**config.mk**
```make
export PLATFORM = sky130hd
export DESIGN_NAME = exe_muldiv_unit_flat
export DESIGN_NICKNAME = d
export VERILOG_FILES = /design/src/rtl/muldiv_pkg.sv /design/src/rtl/exe_muldiv_unit_if.sv /design/src/rtl/muldiv_div_core.sv /design/src/rtl/exe_muldiv_unit.sv /design/src/flat_wrapper.sv
export SDC_FILE = /design/constraint.sdc
export NUM_CORES = 2
export LEC_CHECK = 0
export BUFFER_PORTS_ARGS = -buffer_cell sky130_fd_sc_hd__buf_2
export CAP_MARGIN = 20
export CORE_AREA = 2 2 263 460
export DETAILED_ROUTE_END_ITERATION = 16
export DIE_AREA = 0 0 265 462
export GPL_TIMING_DRIVEN = 1
export PLACE_DENSITY = 0.78
export RECOVER_POWER = 50
export SYNTH_ARGS = -nofsm -noshare
export SYNTH_HDL_FRONTEND = slang
export SYNTH_SLANG_ARGS = --single-unit
export TNS_END_PERCENT = 50
```
**constraint.sdc**
```tcl
create_clock -name clk -period 10.65 [get_ports clk]
set_input_delay 2.13 -clock clk [delete_from_list [all_inputs] [get_ports clk]]
set_output_delay 2.13 -clock clk [all_outputs]
set_load 0.02 [all_outputs]
```
**src/rtl/muldiv_pkg.sv**
```systemverilog
// Shared types for the execute-stage multiply/divide unit: operation codes,
// controller states and the default operand width.
package muldiv_pkg;

   localparam int DEFAULT_WIDTH = 32;

   typedef enum logic [2:0] {
      MULT  = 3'd0,
      MULTU = 3'd1,
      DIV   = 3'd2,
      DIVU  = 3'd3,
      MADD  = 3'd4,
      MADDU = 3'd5,
      MSUB  = 3'd6,
      MSUBU = 3'd7
   } muldiv_op_e;

   typedef enum logic [1:0] {
      ST_IDLE,
      ST_MUL,
      ST_DIV,
      ST_DONE
   } muldiv_state_e;

   // Unsigned variants all carry a 1 in bit 0 of the encoding.
   function automatic logic op_is_signed(muldiv_op_e op);
      return ~op[0];
   endfunction

   function automatic logic op_is_div(muldiv_op_e op);
      return (op == DIV) || (op == DIVU);
   endfunction

endpackage

```
**src/rtl/exe_muldiv_unit_if.sv**
```systemverilog
// Request/response bundle between the execute stage (master) and the
// multiply/divide unit (slave).
interface exe_muldiv_unit_if
   import muldiv_pkg::*;
#(
   parameter int WIDTH = DEFAULT_WIDTH
) ();

   logic             start_i;
   muldiv_op_e       op_i;
   logic [WIDTH-1:0] opa_i;
   logic [WIDTH-1:0] opb_i;
   logic [WIDTH-1:0] hi_i;
   logic [WIDTH-1:0] lo_i;
   logic             annul_i;
   logic             busy_o;
   logic             ready_o;
   logic [WIDTH-1:0] hi_o;
   logic [WIDTH-1:0] lo_o;
   logic             div_zero_o;

   modport master (
      output start_i, op_i, opa_i, opb_i, hi_i, lo_i, annul_i,
      input  busy_o, ready_o, hi_o, lo_o, div_zero_o
   );

   modport slave (
      input  start_i, op_i, opa_i, opb_i, hi_i, lo_i, annul_i,
      output busy_o, ready_o, hi_o, lo_o, div_zero_o
   );

endinterface

```
**src/rtl/muldiv_div_core.sv**
```systemverilog
// Iterative restoring divider: one setup cycle, WIDTH quotient-bit cycles,
// sign fix-up applied combinationally on the final iteration's result.
//
// state   | meaning
// C_IDLE  | waiting for i_start
// C_SETUP | take magnitudes, detect zero divisor
// C_ITER  | one restoring step per cycle, r_cnt down to 0
module muldiv_div_core
   import muldiv_pkg::*;
#(
   parameter int WIDTH = DEFAULT_WIDTH
) (
   input  logic             clk,
   input  logic             rst,
   input  logic             i_start,
   input  logic             i_annul,
   input  logic             i_signed,
   input  logic [WIDTH-1:0] i_opa,
   input  logic [WIDTH-1:0] i_opb,
   output logic             o_done,
   output logic             o_div_zero,
   output logic [WIDTH-1:0] o_quo,
   output logic [WIDTH-1:0] o_rem
);

   localparam int CW = $clog2(WIDTH);

   typedef enum logic [1:0] {C_IDLE, C_SETUP, C_ITER} core_state_e;

   core_state_e      r_st;
   logic [WIDTH-1:0] r_a, r_b, r_rem, r_quo, r_div;
   logic             r_signed, r_neg_q, r_neg_r;
   logic [CW-1:0]    r_cnt;

   logic [WIDTH-1:0] w_abs_a, w_abs_b, w_rem_nx, w_quo_nx;
   logic [WIDTH:0]   w_sh, w_sub;
   logic             w_ge, w_zero;

   assign w_abs_a  = (r_signed && r_a[WIDTH-1]) ? -r_a : r_a;
   assign w_abs_b  = (r_signed && r_b[WIDTH-1]) ? -r_b : r_b;
   assign w_zero   = (r_b == '0);
   assign w_sh     = {r_rem, r_quo[WIDTH-1]};
   assign w_ge     = (w_sh >= {1'b0, r_div});
   assign w_sub    = w_sh - {1'b0, r_div};
   assign w_rem_nx = w_ge ? w_sub[WIDTH-1:0] : w_sh[WIDTH-1:0];
   assign w_quo_nx = {r_quo[WIDTH-2:0], w_ge};

   // Magnitude quotient of most-negative / -1 is already 2^(WIDTH-1) and the
   // signs match, so that case needs no special handling here.
   assign o_done     = ((r_st == C_SETUP) && w_zero) || ((r_st == C_ITER) && (r_cnt == '0));
   assign o_div_zero = (r_st == C_SETUP);
   assign o_quo      = (r_st == C_SETUP) ? '1  : (r_neg_q ? -w_quo_nx : w_quo_nx);
   assign o_rem      = (r_st == C_SETUP) ? r_a : (r_neg_r ? -w_rem_nx : w_rem_nx);

   always_ff @(posedge clk) begin
      if (!rst) begin
         r_st     <= C_IDLE;
         r_a      <= '0;
         r_b      <= '0;
         r_rem    <= '0;
         r_quo    <= '0;
         r_div    <= '0;
         r_signed <= 1'b0;
         r_neg_q  <= 1'b0;
         r_neg_r  <= 1'b0;
         r_cnt    <= '0;
      end else if (i_annul) begin
         r_st <= C_IDLE;
      end else begin
         case (r_st)
            C_IDLE: begin
               if (i_start) begin
                  r_a      <= i_opa;
                  r_b      <= i_opb;
                  r_signed <= i_signed;
                  r_st     <= C_SETUP;
               end
            end
            C_SETUP: begin
               if (w_zero) begin
                  r_st <= C_IDLE;
               end else begin
                  r_rem   <= '0;
                  r_quo   <= w_abs_a;
                  r_div   <= w_abs_b;
                  r_neg_q <= r_signed && (r_a[WIDTH-1] ^ r_b[WIDTH-1]);
                  r_neg_r <= r_signed && r_a[WIDTH-1];
                  r_cnt   <= CW'(WIDTH - 1);
                  r_st    <= C_ITER;
               end
            end
            C_ITER: begin
               r_rem <= w_rem_nx;
               r_quo <= w_quo_nx;
               if (r_cnt == '0) r_st <= C_IDLE;
               else             r_cnt <= r_cnt - CW'(1);
            end
            default: r_st <= C_IDLE;
         endcase
      end
   end

endmodule

```
**src/rtl/exe_muldiv_unit.sv**
```systemverilog
// Multi-cycle multiply/divide unit producing {hi, lo} for the HI/LO path.
// Define MULDIV_ACCUM_EN to enable MADD/MSUB accumulation into {hi_i, lo_i}.
//
// state   | meaning
// ST_IDLE | no operation, accepts start_i
// ST_MUL  | product moving through the multiply pipeline
// ST_DIV  | divider core running
// ST_DONE | ready_o high for one cycle, accepts start_i
module exe_muldiv_unit
   import muldiv_pkg::*;
#(
   parameter int WIDTH      = DEFAULT_WIDTH,
   parameter int MUL_STAGES = 2
) (
   input logic              clk,
   input logic              rst,
   exe_muldiv_unit_if.slave bus
);

   localparam int DW     = 2 * WIDTH;
   localparam int PIPE_N = (MUL_STAGES > 1) ? MUL_STAGES - 1 : 1;
   localparam int CW     = $clog2(MUL_STAGES + 1);

   muldiv_state_e    r_state;
   muldiv_op_e       r_op;
   logic [WIDTH-1:0] r_opa, r_opb, r_hi, r_lo;
   logic             r_dz, r_ready;
   logic [CW-1:0]    r_cnt;
   logic [DW-1:0]    r_pipe [PIPE_N];

   muldiv_op_e       w_op_dec;
   logic             w_accept, w_div_done, w_div_zero;
   logic [WIDTH-1:0] w_quo, w_rem;
   logic [DW-1:0]    w_ext_a, w_ext_b, w_prod, w_tap, w_mul_res;

   function automatic muldiv_op_e op_decode(muldiv_op_e op);
`ifdef MULDIV_ACCUM_EN
      return op;
`else
      case (op)
         MADD, MSUB:   return MULT;
         MADDU, MSUBU: return MULTU;
         default:      return op;
      endcase
`endif
   endfunction

   assign w_op_dec = op_decode(bus.op_i);
   assign w_accept = ((r_state == ST_IDLE) || (r_state == ST_DONE)) && bus.start_i && !bus.annul_i;

   muldiv_div_core #(.WIDTH(WIDTH)) u_div (
      .clk       (clk),
      .rst       (rst),
      .i_start   (w_accept && op_is_div(w_op_dec)),
      .i_annul   (bus.annul_i),
      .i_signed  (op_is_signed(w_op_dec)),
      .i_opa     (bus.opa_i),
      .i_opb     (bus.opb_i),
      .o_done    (w_div_done),
      .o_div_zero(w_div_zero),
      .o_quo     (w_quo),
      .o_rem     (w_rem)
   );

   assign w_ext_a = op_is_signed(r_op) ? {{WIDTH{r_opa[WIDTH-1]}}, r_opa} : {{WIDTH{1'b0}}, r_opa};
   assign w_ext_b = op_is_signed(r_op) ? {{WIDTH{r_opb[WIDTH-1]}}, r_opb} : {{WIDTH{1'b0}}, r_opb};
   assign w_prod  = w_ext_a * w_ext_b;

   always_ff @(posedge clk) begin
      r_pipe[0] <= w_prod;
      for (int i = 1; i < PIPE_N; i++) r_pipe[i] <= r_pipe[i-1];
   end

   // The output register is the last multiply stage, so the tap sits one short.
   generate
      if (MUL_STAGES > 1) begin : g_tap_pipe
         assign w_tap = r_pipe[PIPE_N-1];
      end else begin : g_tap_direct
         assign w_tap = w_prod;
      end
   endgenerate

`ifdef MULDIV_ACCUM_EN
   logic [DW-1:0] r_acc;

   always_comb begin
      w_mul_res = w_tap;
      case (r_op)
         MADD, MADDU: w_mul_res = r_acc + w_tap;
         MSUB, MSUBU: w_mul_res = r_acc - w_tap;
         default:     w_mul_res = w_tap;
      endcase
   end

   always_ff @(posedge clk) begin
      if (!rst)          r_acc <= '0;
      else if (w_accept) r_acc <= {bus.hi_i, bus.lo_i};
   end
`else
   assign w_mul_res = w_tap;
`endif

   always_ff @(posedge clk) begin
      if (!rst) begin
         r_state <= ST_IDLE;
         r_op    <= MULT;
         r_opa   <= '0;
         r_opb   <= '0;
         r_cnt   <= '0;
         r_hi    <= '0;
         r_lo    <= '0;
         r_dz    <= 1'b0;
         r_ready <= 1'b0;
      end else if (bus.annul_i) begin
         r_state <= ST_IDLE;
         r_ready <= 1'b0;
      end else begin
         r_ready <= 1'b0;
         case (r_state)
            ST_IDLE, ST_DONE: begin
               if (bus.start_i) begin
                  r_op    <= w_op_dec;
                  r_opa   <= bus.opa_i;
                  r_opb   <= bus.opb_i;
                  r_cnt   <= CW'(MUL_STAGES - 1);
                  r_state <= op_is_div(w_op_dec) ? ST_DIV : ST_MUL;
               end else begin
                  r_state <= ST_IDLE;
               end
            end
            ST_MUL: begin
               if (r_cnt == '0) begin
                  {r_hi, r_lo} <= w_mul_res;
                  r_dz         <= 1'b0;
                  r_ready      <= 1'b1;
                  r_state      <= ST_DONE;
               end else begin
                  r_cnt <= r_cnt - CW'(1);
               end
            end
            ST_DIV: begin
               if (w_div_done) begin
                  r_hi    <= w_rem;
                  r_lo    <= w_quo;
                  r_dz    <= w_div_zero;
                  r_ready <= 1'b1;
                  r_state <= ST_DONE;
               end
            end
            default: r_state <= ST_IDLE;
         endcase
      end
   end

   assign bus.busy_o     = (r_state == ST_MUL) || (r_state == ST_DIV);
   assign bus.ready_o    = r_ready;
   assign bus.hi_o       = r_hi;
   assign bus.lo_o       = r_lo;
   assign bus.div_zero_o = r_dz;

endmodule

```
**src/flat_wrapper.sv**
```systemverilog
// flat-port wrapper written by rule: the top's interface ports become plain ports
module exe_muldiv_unit_flat import muldiv_pkg::*;
#(
   parameter int WIDTH      = DEFAULT_WIDTH,
   parameter int MUL_STAGES = 2
)
  (clk, rst, bus_start_i, bus_op_i, bus_opa_i, bus_opb_i, bus_hi_i, bus_lo_i, bus_annul_i, bus_busy_o, bus_ready_o, bus_hi_o, bus_lo_o, bus_div_zero_o);
  exe_muldiv_unit_if #(.WIDTH(WIDTH)) bus_i ();
  input logic clk;
  input logic rst;
  input wire logic [$bits(bus_i.start_i)-1:0] bus_start_i;
  input wire logic [$bits(bus_i.op_i)-1:0] bus_op_i;
  input wire logic [$bits(bus_i.opa_i)-1:0] bus_opa_i;
  input wire logic [$bits(bus_i.opb_i)-1:0] bus_opb_i;
  input wire logic [$bits(bus_i.hi_i)-1:0] bus_hi_i;
  input wire logic [$bits(bus_i.lo_i)-1:0] bus_lo_i;
  input wire logic [$bits(bus_i.annul_i)-1:0] bus_annul_i;
  output wire logic [$bits(bus_i.busy_o)-1:0] bus_busy_o;
  output wire logic [$bits(bus_i.ready_o)-1:0] bus_ready_o;
  output wire logic [$bits(bus_i.hi_o)-1:0] bus_hi_o;
  output wire logic [$bits(bus_i.lo_o)-1:0] bus_lo_o;
  output wire logic [$bits(bus_i.div_zero_o)-1:0] bus_div_zero_o;
  assign bus_i.start_i = bus_start_i;
  assign bus_i.op_i = bus_op_i;
  assign bus_i.opa_i = bus_opa_i;
  assign bus_i.opb_i = bus_opb_i;
  assign bus_i.hi_i = bus_hi_i;
  assign bus_i.lo_i = bus_lo_i;
  assign bus_i.annul_i = bus_annul_i;
  assign bus_busy_o = bus_i.busy_o;
  assign bus_ready_o = bus_i.ready_o;
  assign bus_hi_o = bus_i.hi_o;
  assign bus_lo_o = bus_i.lo_o;
  assign bus_div_zero_o = bus_i.div_zero_o;
  exe_muldiv_unit #(.WIDTH(WIDTH), .MUL_STAGES(MUL_STAGES)) u_core (.clk(clk), .rst(rst), .bus(bus_i));
endmodule
```
==> run summary <==
Run status = finished, violations left
Failing checks = max-capacitance violations, max-slew violations
Mapped Area = 66200 µm²
Layout cell share with drive strength beyond 1 = 4.37%
HP Start = u_core.bus.lo_o[7]
Syn. warnings = 0
Leakage = 34.5 nW
First-pass GRT wire length = 345000 µm
Async SR Flop Fraction = 0%
Clk sinks = 369
Metal2 WL = 111000 µm
Top Ports = 202
Worst r2r src = u_core.r_op[0]
Cells on worst reg2reg path = 26
Final setup violating endpoints = 0
Die height = 462 µm
CP arrival = 10600 ps
Crit path time final = 10160 ps
Clock Power Share = 27.9%
Final net count = 9297
Post-DRT Antenna Nets = 0
Total Wirelength = 230000 µm
Largest net degree at the start of global routing = 130
Reg clk slew, reported paths = 70 ps
Post-synth top flop = dfxtp_1
Cts bufs inserted = 36
Min Hold Slack = 451 ps
TritonCTS clock tree = done
Yosys top cell by area = fa_1
CP endpoint = u_core.r_pipe[0][61]
Share of the synthesized area in the top cell type = 43.0%
Clock buffer depth = 3
PwrDens = 70.9 nW/µm²
Worst Path Class, Setup = flip-flop to flip-flop
DR iter-0 viols = 4777
Vias in the first global route = 57800
Post-DP Area = 68400 µm²
Final WS setup = 490 ps
Max transition margin = -221%
MaxCap Viol Count = 3
Area contributors post-synth = fa_1 43%, dfxtp_1 11%, inv_1 9.1%
CP Launch Point = u_core.r_op[0]
Initial antenna violation count = 12
Register area share after synthesis = 11.2%
Max Slew Vio Count = 294
Setup Skew = 15.1 ps
Total power = 4.93 mW
Reg-to-reg setup timing slack = 490 ps
Sw frac = 40.7%
Port bufs = 137
Netlist cell types = 99
Avg WL per Cell = 25.7 µm
Die ar. = 122000 µm²
Pre-Repair DR Iteration Count = 6
Vias/cell = 5.96
Most frequent cells in the layout = 1598 x inv_1, 1422 x fa_1, 973 x nand2_1
Die width = 265 µm
Seq pwr share = 33.1%
Detail Placement HPWL = 182000 µm
Critical Path Source Type = flip-flop
Peak VDD IR = 0.0932 mV
Synth Net Count = 9372
FMAX = 98.4 MHz
Worst Path Required = 11090 ps
Highest routing layer actually used = met5
Syn_area_per_cell = 8.86 µm²
Psw = 2.01 mW
RSZ-0062 raised after global routing = no
Core Region = 119000 µm²
Cts hold-fix bufs = 0
Clk_lat worst skew = 560 ps
Initial Utilization = 55.6%
Via total after detailed routing = 53300
Worst Path Max Fanout = 14
Fin. Hold Viols = 0
# rows = 168
Final Wtd Congestion = 1.04
Area grow syn2layout = 5.17%
Htree depth = 2
Commonest non-fill, non-tap cell in the layout = inv_1
Synth Instances = 7465
CTS root buffer = clkbuf_16
Global-route usage over all layers = 38.7%
Yosys reg bits = 369
GR Overflow Total = 0
Met3 wire length = 18000 µm
Setup crit end kind = flip-flop
Power share of the combinational group = 39.0%
Slew @ Worst Pin = 4790 ps
DRC viols = 0
Fin crit share = 95.4%
Hold Crit Class = flip-flop to flip-flop
Final instance area = 69600 µm²
Setup TNS = 0 ps
DP Worst Slack = 764 ps
Worst flop-to-flop path endpoint = u_core.r_pipe[0][61]
WL met1 = 68000 µm
Number of enable flip-flop cells after synthesis = 0
Internal cell power = 2.92 mW
-- cells in the mapped netlist (6+ instances only) --
| master | number |
|---|---|
| a211oi_1 | 53 |
| a311oi_1 | 9 |
| nor2b_1 | 16 |
| ha_1 | 350 |
| a31oi_1 | 35 |
| and2_1 | 589 |
| or3_1 | 25 |
| xor2_1 | 85 |
| o211ai_1 | 24 |
| o221ai_1 | 28 |
| fa_1 | 1422 |
| clkbuf_1 | 364 |
| and3_1 | 25 |
| o21ai_1 | 7 |
| nand4_1 | 23 |
| nand2b_1 | 22 |
| a22oi_1 | 19 |
| o41ai_1 | 14 |
| o21ai_0 | 138 |
| a31o_2 | 6 |
| buf_1 | 12 |
| dfxtp_1 | 369 |
| nand3_1 | 37 |
| mux2i_1 | 27 |
| xnor2_1 | 167 |
| inv_1 | 1598 |
| buf_2 | 12 |
| a2111oi_0 | 7 |
| a21oi_1 | 395 |
| nor3_1 | 46 |
| nand2_1 | 974 |
| o31ai_1 | 34 |
| or4_1 | 10 |
| nor4_1 | 21 |
| nand3b_1 | 8 |
| a21o_1 | 58 |
| nor2_1 | 300 |
| nor3b_1 | 6 |
| o21bai_1 | 9 |
| o21a_1 | 19 |
-- layer usage --
layer	GRT usage [%]	vias up
li1	-	22300
met2	65.9	2964
met4	42.6	4
met1	37.3	26700
met3	7.86	1330
met5	0	-
-- power groups by stage --
stage                     Sequential, mW  Clock (mW)  Combinational [mW]
after floorplan                     1.57           0                1.24
after global placement              1.65           0                1.82
after detailed placement            1.65           0                1.86
after CTS                           1.62        1.38                1.87
after global routing                1.63        1.43                2.09
final                               1.63        1.38                1.92
-- cell type report --
| type | count | area, µm² |
|---|---|---|
| timing repair buffer | 280 | 1730 |
| sequential | 369 | 7390 |
| antenna | 11 | 27.5 |
| tap | 1530 | 1910 |
| multi-input combinational | 5103 | 51300 |
| clock inverter | 17 | 224 |
| clock buffer | 44 | 992 |
| inverter | 1600 | 6010 |
| fill | 10300 | 49400 |
-- kinds of logic after synthesis --
family,count (synthesis),share of synthesized area [%]
simple gates,2136,15.4
flops,369,11.2
fa+ha+maj,1777,49.7
compound gates,907,8.52
mux,31,0.480
buf+inv,1993,11.4
xor+xnor,252,3.34
-- worst min path at each step --
| stage | end | slack [ps] | depth (start not counted) |
|---|---|---|---|
| after global placement | u_core.bus.hi_o[22] | 440 | 2 |
| after global routing | u_core.bus.hi_o[1] | 470 | 2 |
| after CTS | u_core.bus.hi_o[1] | 450 | 2 |
| final | u_core.bus.lo_o[7] | 450 | 2 |
| after detailed placement | u_core.bus.hi_o[1] | 440 | 2 |
| after floorplan | u_core.u_div.r_div[31] | 430 | 2 |
-- sequential cells by signal, indices dropped and copies added, names as in the netlist --
register               count
u_core.bus.lo_o           32
u_core.bus.hi_o           32
u_core.u_div.r_cnt         5
u_core.u_div.r_rem        32
u_core.u_div.r_b          32
u_core.bus.div_zero_o      1
u_core.u_div.r_neg_q       1
u_core.r_cnt               2
u_core.u_div.r_div        32
u_core.u_div.r_neg_r       1
u_core.r_pipe             64
u_core.u_div.r_signed      1
u_core.r_opa              32
u_core.u_div.r_a          32
u_core.r_state             2
u_core.r_opb              32
u_core.bus.ready_o         1
u_core.u_div.r_st          2
u_core.r_op                1
u_core.u_div.r_quo        32
-- timing repair --
action | in CTS | in global routing
gates resized for setup | 0 | 1
setup endpoints to repair | 0 | 3
buffers inserted | 0 | 0
hold endpoints to repair | 0 | 0
-- worst max-delay path: stages (launching register included) --
cell     delay (ps)
dfxtp_1         360
nor2b_4         560
buf_4           350
nand2_1         140
fa_1            670
inv_1           130
fa_1            530
fa_1            650
fa_1            650
fa_1            450
fa_1            550
fa_1            930
fa_1            530
fa_1            490
inv_1            50
fa_1            500
inv_1            40
ha_1            380
nand4_1         190
a21oi_1         200
or3b_2          450
o21a_1          210
and2_1          180
o21ai_0         380
a41o_1          230
a21oi_1          80
xnor2_1         130
-- per-stage QoR --
step / instances / utilization (%)
after CTS: 8942 / 58.5
after global placement: 8881 / 57.5
after floorplan: 7465 / -
after detailed placement: 8881 / 57.5
after global routing: 8944 / 58.5
final: 8954 / 58.5
Note: power is estimated with default switching activity, not from simulation.
